--- src/rtl/exe_alu_status_stage.sv ---
// ============================================================================
// exe_alu_status_stage
//
// Execute-stage arithmetic unit with the NZCV status register and the
// EXE/MEM pipeline register.
//
// Computes the data-processing result for the current instruction, or the
// load/store address (val1 + val2) for memory instructions. When the S bit is
// set, it also updates NZCV. All results are registered for the memory stage.
//
// Ports
//   clk          : clock, rising edge
//   rst          : asynchronous reset, active low
//   valid_in     : EXE inputs carry a real instruction
//   val1, val2   : Rn operand and the already-shifted/immediate operand
//   exe_cmd      : operation code (MOV/MVN/ADD/ADC/SUB/SBC/AND/ORR/EOR)
//   s_bit        : update NZCV from this instruction
//   mem_r_en_in, mem_w_en_in, wb_en_in : control, passed through
//   is_mem       : load/store; the result is the address, flags untouched
//   dest_in      : destination register index
//   st_val_in    : store data
//   freeze       : hold every register this cycle
//   flush        : replace this cycle's instruction with a bubble
//                  (flush takes priority over freeze)
//   alu_result, st_val, dest             : registered data
//   wb_en, mem_r_en, mem_w_en, valid_out : registered control
//   status       : current {N,Z,C,V}
// ============================================================================
module exe_alu_status_stage #(
    parameter int WIDTH = 32
) (
    input  logic             clk,
    input  logic             rst,
    input  logic             valid_in,
    input  logic [WIDTH-1:0] val1,
    input  logic [WIDTH-1:0] val2,
    input  logic [3:0]       exe_cmd,
    input  logic             s_bit,
    input  logic             mem_r_en_in,
    input  logic             mem_w_en_in,
    input  logic             wb_en_in,
    input  logic             is_mem,
    input  logic [3:0]       dest_in,
    input  logic [WIDTH-1:0] st_val_in,
    input  logic             freeze,
    input  logic             flush,
    output logic [WIDTH-1:0] alu_result,
    output logic [WIDTH-1:0] st_val,
    output logic [3:0]       dest,
    output logic             wb_en,
    output logic             mem_r_en,
    output logic             mem_w_en,
    output logic             valid_out,
    output logic [3:0]       status
);

    localparam logic [3:0] CMD_MOV = 4'b0001;
    localparam logic [3:0] CMD_MVN = 4'b1001;
    localparam logic [3:0] CMD_ADD = 4'b0010;
    localparam logic [3:0] CMD_ADC = 4'b0011;
    localparam logic [3:0] CMD_SUB = 4'b0100;
    localparam logic [3:0] CMD_SBC = 4'b0101;
    localparam logic [3:0] CMD_AND = 4'b0110;
    localparam logic [3:0] CMD_ORR = 4'b0111;
    localparam logic [3:0] CMD_EOR = 4'b1000;

    // Registered state
    logic [WIDTH-1:0] alu_result_q;
    logic [WIDTH-1:0] st_val_q;
    logic [3:0]       dest_q;
    logic             wb_en_q;
    logic             mem_r_en_q;
    logic             mem_w_en_q;
    logic             valid_q;
    logic [3:0]       status_q;

    // Combinational next state
    logic [WIDTH-1:0] result_d;
    logic [3:0]       status_d;
    logic             status_we;

    // Arithmetic path shared by ADD/ADC/SUB/SBC
    logic             cin;
    logic [WIDTH-1:0] arith_b;
    logic             arith_c0;
    logic [WIDTH:0]   arith_sum;
    logic [WIDTH-1:0] mem_addr;

    // Carry-in comes from the committed flag, so a flag-setting instruction
    // at edge k feeds ADC/SBC at edge k+1 without a bypass.
    assign cin = status_q[1];

    assign mem_addr = val1 + val2;

    // Subtraction reuses the adder as val1 + ~val2 + carry.
    always_comb begin
        arith_b  = val2;
        arith_c0 = 1'b0;
        case (exe_cmd)
            CMD_ADC: begin arith_b = val2;  arith_c0 = cin;  end
            CMD_SUB: begin arith_b = ~val2; arith_c0 = 1'b1; end
            CMD_SBC: begin arith_b = ~val2; arith_c0 = cin;  end
            default: begin arith_b = val2;  arith_c0 = 1'b0; end
        endcase
    end

    assign arith_sum = {1'b0, val1} + {1'b0, arith_b} + {{WIDTH{1'b0}}, arith_c0};

    always_comb begin
        result_d = '0;
        status_d = status_q;
        if (is_mem) begin
            result_d = mem_addr;
        end else begin
            case (exe_cmd)
                CMD_ADD, CMD_ADC, CMD_SUB, CMD_SBC: begin
                    result_d    = arith_sum[WIDTH-1:0];
                    status_d[3] = arith_sum[WIDTH-1];
                    status_d[2] = (arith_sum[WIDTH-1:0] == '0);
                    status_d[1] = arith_sum[WIDTH];
                    // With arith_b already inverted for subtraction, one
                    // overflow rule covers both directions.
                    status_d[0] = (val1[WIDTH-1] == arith_b[WIDTH-1]) &&
                                  (arith_sum[WIDTH-1] != val1[WIDTH-1]);
                end
                CMD_MOV, CMD_MVN, CMD_AND, CMD_ORR, CMD_EOR: begin
                    case (exe_cmd)
                        CMD_MOV: result_d = val2;
                        CMD_MVN: result_d = ~val2;
                        CMD_AND: result_d = val1 & val2;
                        CMD_ORR: result_d = val1 | val2;
                        default: result_d = val1 ^ val2;
                    endcase
                    // C and V keep their previous values.
                    status_d[3] = result_d[WIDTH-1];
                    status_d[2] = (result_d == '0);
                end
                default: begin
                    result_d = '0;
                end
            endcase
        end
    end

    assign status_we = valid_in & s_bit & ~is_mem & ~freeze & ~flush;

    // EXE/MEM pipeline register. Data fields simply hold on flush; only the
    // control bits need to be cleared to make a bubble.
    always_ff @(posedge clk or negedge rst) begin
        if (!rst) begin
            alu_result_q <= '0;
            st_val_q     <= '0;
            dest_q       <= '0;
            wb_en_q      <= 1'b0;
            mem_r_en_q   <= 1'b0;
            mem_w_en_q   <= 1'b0;
            valid_q      <= 1'b0;
        end else if (flush) begin
            wb_en_q      <= 1'b0;
            mem_r_en_q   <= 1'b0;
            mem_w_en_q   <= 1'b0;
            valid_q      <= 1'b0;
        end else if (!freeze) begin
            alu_result_q <= result_d;
            st_val_q     <= st_val_in;
            dest_q       <= dest_in;
            wb_en_q      <= wb_en_in & valid_in;
            mem_r_en_q   <= mem_r_en_in & valid_in;
            mem_w_en_q   <= mem_w_en_in & valid_in;
            valid_q      <= valid_in;
        end
    end

    always_ff @(posedge clk or negedge rst) begin
        if (!rst) begin
            status_q <= 4'b0000;
        end else if (status_we) begin
            status_q <= status_d;
        end
    end

    assign alu_result = alu_result_q;
    assign st_val     = st_val_q;
    assign dest       = dest_q;
    assign wb_en      = wb_en_q;
    assign mem_r_en   = mem_r_en_q;
    assign mem_w_en   = mem_w_en_q;
    assign valid_out  = valid_q;
    assign status     = status_q;

endmodule

--- config.mk ---
export PLATFORM = sky130hd
export DESIGN_NAME = exe_alu_status_stage
export DESIGN_NICKNAME = d
export VERILOG_FILES = /design/src/rtl/exe_alu_status_stage.sv
export SDC_FILE = /design/constraint.sdc
export NUM_CORES = 1
export LEC_CHECK = 0
export CAP_MARGIN = 40
export CORE_MARGIN = 3
export CORE_UTILIZATION = 57
export CTS_CLUSTER_SIZE = 8
export DETAILED_ROUTE_END_ITERATION = 8
export GPL_ROUTABILITY_DRIVEN = 0
export PLACE_DENSITY_LB_ADDON = 0.2
export SETUP_SLACK_MARGIN = 0.02
export SYNTH_ARGS = -nofsm -noshare
export SYNTH_HDL_FRONTEND = slang
export SYNTH_SLANG_ARGS = --single-unit
--- constraint.sdc ---
create_clock -name clk -period 5.64 [get_ports clk]
set_input_delay 0.846 -clock clk [delete_from_list [all_inputs] [get_ports clk]]
set_output_delay 0.846 -clock clk [all_outputs]
set_load 0.01 [all_outputs]
==> summary.txt <==
Logic synthesis
  – Syn Inst Count: between 1,000 and 1,500
  – Post-synth top area share: between 20% and 30%
  – Top FF cell, synth: dfrtp_1
  – Most area-consuming cells after synthesis: dfrtp_1, ha_1, nand2_1
  – Mapped Nets: roughly 1,400
  – Mapped Area: around 0.009 mm2
  – Synth warn: 0
  – Leading area contributor after synthesis: dfrtp_1
  – Post-synth ARST share: 100.0%
  – Share of the yosys chip area belonging to registers: between 20% and 30%
  – #FFs+latches synth: 76
  – Unique masters post-synth: 74
  – Avg Cell Area, Syn: around 7.5 um2
  – EDFF count, synth: 0

Final layout
  – Share of layout cells above drive strength 1: under 10%
  – Number of diodes: 0
  – Area growth from synthesis to layout: 27.19%
  – Fin area: between 0.01 and 0.015 mm2
  – Net count, final: around 1,600

Routing
  – Routed vias: roughly 9,500
  – DRT Pass-1 Iters: 7
  – Vias/cell: between 6 and 7
  – DR DRC count: 0
  – WL per Instance: approximately 19 um
  – Drt initial violations: 891
  – Final ANT Viol Nets: 0
  – Final wirelength: a little under 30,000 um

STA
  – RSZ-0062 raised after global routing: no
  – Worst setup slack after layout: approximately 0.52 ns
  – Hold Vio Cnt, Final: 0
  – F_max: between 150 and 200 MHz
  – Max-slew violation count: 0
  – Final setup fails: 0
  – Fin crit share: approximately nine tenths
  – Final min period: approximately 5.1 ns
  – Worst slew pin tran: 0.8166 ns
  – Setup TNS: 0 ns
  – Layout Skew: 0.01035 ns
  – Rel. slew slack: 45.56%
  – Hold_ws: 0.3456 ns

Die
  – Starting Density: about three fifths
  – Core footprint: 0.01526 mm2
  – # IOs: 190
  – Die Span Y: 131.0 um
  – Row Count: 45
  – Die span in x: 131.0 um
  – Area of the die: about 0.017 mm2

Power and ir drop
  – Register share of total power: roughly 27%
  – Static leakage power: between 5 and 6 nW
  – Clock network power share: between 20% and 30%
  – Max IR drop VDD: 171.1 uV
  – Total power: about 2.5 mW
  – Internal power: between 1 and 1.5 mW
  – NetSw: between 0.9 and 1 mW
  – Net Sw Frac: 39.79%
  – Pwr per Cell Area: around 220 mW/mm2
  – Comb power frac: between 40 and 50%

Setup path
  – CP required: 5.88 ns
  – CP arrival: ~5.4 ns
  – CP Class: in2reg
  – Worst Setup End Kind: flop
  – Crit-path max cell delay: 0.59 ns
  – Critical Path Source Type: primary input
  – CP bufs+invs: 1
  – Crit-path cells: clkdlybuf4s50_1 -> xor2_1 -> nor2b_1 -> a31oi_1 -> fa_1 -> fa_1 -> and2b_1 -> o2111ai_2 -> a21oi_4 -> o21ai_4 -> a311oi_4 -> nor2_4 -> xnor2_1 -> or4_1 -> or4_1 -> o41ai_2
  – Max stage delay cell, worst path: clkdlybuf4s50_1
  – CP delay by family, top: simple AND/OR/NAND/NOR gates
  – CP Max Fanout: 5

Placement
  – Pre-CTS WS: 0.2175 ns
  – DP Wirelength: around 22,000 um
  – Placed Area: approximately 0.011 mm2
  – # port buffers: between 150 and 200

Global route
  – GRT Residual Overflow: 0
  – Initial antenna violation count: 0
  – Largest net degree at the start of global routing: 82
  – First-pass GRT wire length: about 44,000 um
  – Gr usage total: about a third
  – Number of global-route vias before repair: 8,893

Clock network
  – CTS Hold Bufs: 0
  – Clk root buf: clkbuf_16
  – Number of gates resized after cts: 0
  – Clk_lat worst skew: 0.35 ns
  – Clk sinks: 76
  – CTS max path bufs: 2
  – CTS tree: done
  – Post-CTS setup buffers: 0
  – Total CTS buffers: 9
  – CTS clk-pin slew, worst paths: ~0.070 ns
  – H-tree Lvls: 3

Outcome
  – Outcome: completed

Run
  – Max-cap violations: 0

Hold path
  – Worst Hold Class: in2async
power by group through the flow:
stage / clock network [mW] / logic (mW) / registers (mW)
finish: 0.574 / 1.22 / 0.673
global placement: 0 / 1.17 / 0.677
CTS: 0.581 / 1.21 / 0.673
floorplan: 0 / 0.677 / 0.719
global route: 0.600 / 1.32 / 0.682
detailed placement: 0 / 1.19 / 0.682
kinds of logic after synthesis:
logic type                 Yosys count  share of synthesized area [%]
and+or+nand+nor                    407                          20.26
AOI/OAI and AO/OA                  349                          27.19
DFF                                 76                          21.36
xor gates and xnor gates           111                          10.92
adders and majority gates           98                          14.02
muxes                                3                         0.3653
buffers and inverters              138                          5.887
Yosys cell counts, drive strengths merged, types with 13 or more instances:
library cell    n
nand2         178
nor2          129
a21oi         105
ha             95
dfrtp          76
inv            76
o21ai          63
xor2           56
xnor2          55
clkbuf         50
a221oi         42
a21o           39
a211oi         17
nor3           14
a22oi          13
sequential cells by signal (all words and copies together), names as in the netlist:
register,cells
mem_w_en,1
status,4
wb_en,1
valid_out,1
mem_r_en,1
dest,4
alu_result,32
st_val,32
stage by stage:
| step | utilization (%) | std cells |
|---|---|---|
| 6_report | 74.23 | 1556 |
| 2_1_floorplan | - | 1182 |
| 5_1_grt | 74.23 | 1556 |
| 3_5_place_dp | 72.32 | 1540 |
| 3_3_place_gp | 71.96 | 1538 |
| 4_1_cts | 74.23 | 1556 |
cells in the final DEF, fill, tap and decap left out, drive strengths merged, types with 17 or more instances in the layout:
cell,count
a211oi,17
a21o,39
a21oi,105
a221oi,42
buf,23
clkdlybuf4s50,186
dfrtp,76
ha,95
inv,81
nand2,178
nor2,129
o21ai,63
xnor2,55
xor2,56
cell type report:
class,count,area [um2]
sequential,76,1902
clock buffer,9,225.2
timing repair buffer,209,2069
inverter,76,285.3
tap,211,264.0
clock inverter,7,65.06
fill,1160,3933
multi-input combinational,968,6515
layer usage:
layer / track usage, % / vias up / share of wire (%)
met5: 0 / - / 0
met4: 15.49 / 0 / 5.0
met3: 5.772 / 102 / 8.3
li1: - / 4479 / -
met2: 53.76 / 470 / 47
met1: 40.65 / 4407 / 40
path summary, 6_finish.rpt:
path	startpoint	endpoint	slack [ns]	cells past startpoint
setup / recovery	exe_cmd[1]	status[2]	0.52	16
hold / removal	rst	alu_result[21]	0.35	1
setup reg to reg	status[1]	status[2]	1.64	13
hold reg to reg	st_val[17]	st_val[17]	0.47	2
max in group asynchronous	rst	st_val[17]	4.71	2
min in group clk	st_val[17]	st_val[17]	0.47	2
Note: power is estimated with default switching activity, not from simulation.
==> patch, RTL diff (same settings) <==
The parameter `WIDTH` goes from 32 to 40.
--- a/src/rtl/exe_alu_status_stage.sv
+++ b/src/rtl/exe_alu_status_stage.sv
@@ -29,3 +29,3 @@
 module exe_alu_status_stage #(
-    parameter int WIDTH = 32
+    parameter int WIDTH = 40
 ) (
Interface: changed (5 resized); port bits go from 190 to 230. No check against the original RTL was run, so the function may have changed too.
==> patch against the unedited design <==
Critical endpoint unchanged. Clock power grew 7.3%. Sequential cell count grew 16. Wire length grew 39%. Die area grew 29%. Design area grew 26%. Worst setup slack lost 0.15 ns. Global-route usage grew 2.2 points. Area after synthesis grew 30%. Power grew 24%. Fmax shrank 2.9%. Highest routed layer unchanged.
==> patch: results (changes against the unedited design) <==
Status
  • Status: finished, final reports clean

Global route
  • Met3 Track Usage GR: 7.11% (+1.3 points)
  • Tot GR Track Use: 34.5% (+2.2 points)
  • Met2 global-route usage: 55.4% (+1.7 points)
  • Global Route met1 Usage: 46.1% (+5.5 points)

Worst setup path
  • Crit path launch: exe_cmd[2]
  • Critical path data arrival time: 5.54 ns (+0.17 ns)
  • Crit-path max FO: 21 (+16)
  • FF-to-FF path depth: 15 (+2)
  • R2R Setup Slk: 1.61 ns (-0.03 ns)

Power and ir drop
  • Leak: 6.53 nW (+26%)
  • Worst vdd ir: 0.140 mV (-18%)
  • Clock Power Share: 20.1% (-3.1 points)
  • Pwr Density: 214 mW/mm^2 (-1.8%)
  • Comb pwr: 0.00162 W (+33%)

Route
  • Via count: 12765 (+35%)
  • WL final: 40.0 mm (+39%)
  • Met1 wire length: 16.0 mm (+40%)
  • Met2 WL post-DR: 17.9 mm (+32%)
  • Routed wl met3: 4.49 mm (+88%)

Synthesis
  • Post-synth top cells: nand2_1 (229), nor2_1 (149), a21oi_1 (135)
  • Compound-gate portion of the synthesized area: 27.8% (+0.66 points)
  • Adder-Cell Fraction of Synth Area: 13.3% (-0.69 points)
  • Count of different cell masters after synthesis: 72 (-2.7%)
  • Post-Synth XOR/XNOR Area: 10.5% (-0.44 points)
  • Sequential area share after synthesis: 19.8% (-1.5 points)

Place
  • Final HPWL DP: 31.2 mm (+42%)
  • IO Port Bufs: 229 (+21%)

Clock network
  • Clk sink count: 92 (+21%)

STA
  • Max_slew headroom: 45.3% (-0.23 points)

Cells and area
  • Nets: 2008 (+29%)
patch: cell types whose count changed in the layout (fill, tap and decap cells not counted), sizes merged, moves of 12 or more:
cell           delta
a21o             +12
a21oi            +31
clkdlybuf4s50    +40
dfrtp            +16
ha               +24
inv              +33
nand2            +51
nand3            +16
nor2             +20
o21ai            +30
xnor2            +24
patch: per-stage QoR:
step	cells	cell area (sq um)	hold slack (ns)	worst slack, ns	utilization (%)
floorplan	1601	11600	0.512	0.390	-
global placement	1999	13900	0.456	0.330	70.7
detailed placement	2002	14000	0.463	0.141	71.0
CTS	2018	14300	0.378	0.470	72.5
global route	2018	14300	0.385	0.184	72.5
finish	2018	14300	0.383	0.365	72.5
patch: layout make-up:
| type | count | area, sq um |
|---|---|---|
| clock buffers | 10 | 229 |
| clock inverters | 6 | 71.3 |
| fillers | 1604 | 5420 |
| inverters | 113 | 424 |
| multi-input cells | 1287 | 8480 |
| flip-flops and latches | 92 | 2300 |
| well taps | 265 | 332 |
| repair buffers | 245 | 2460 |
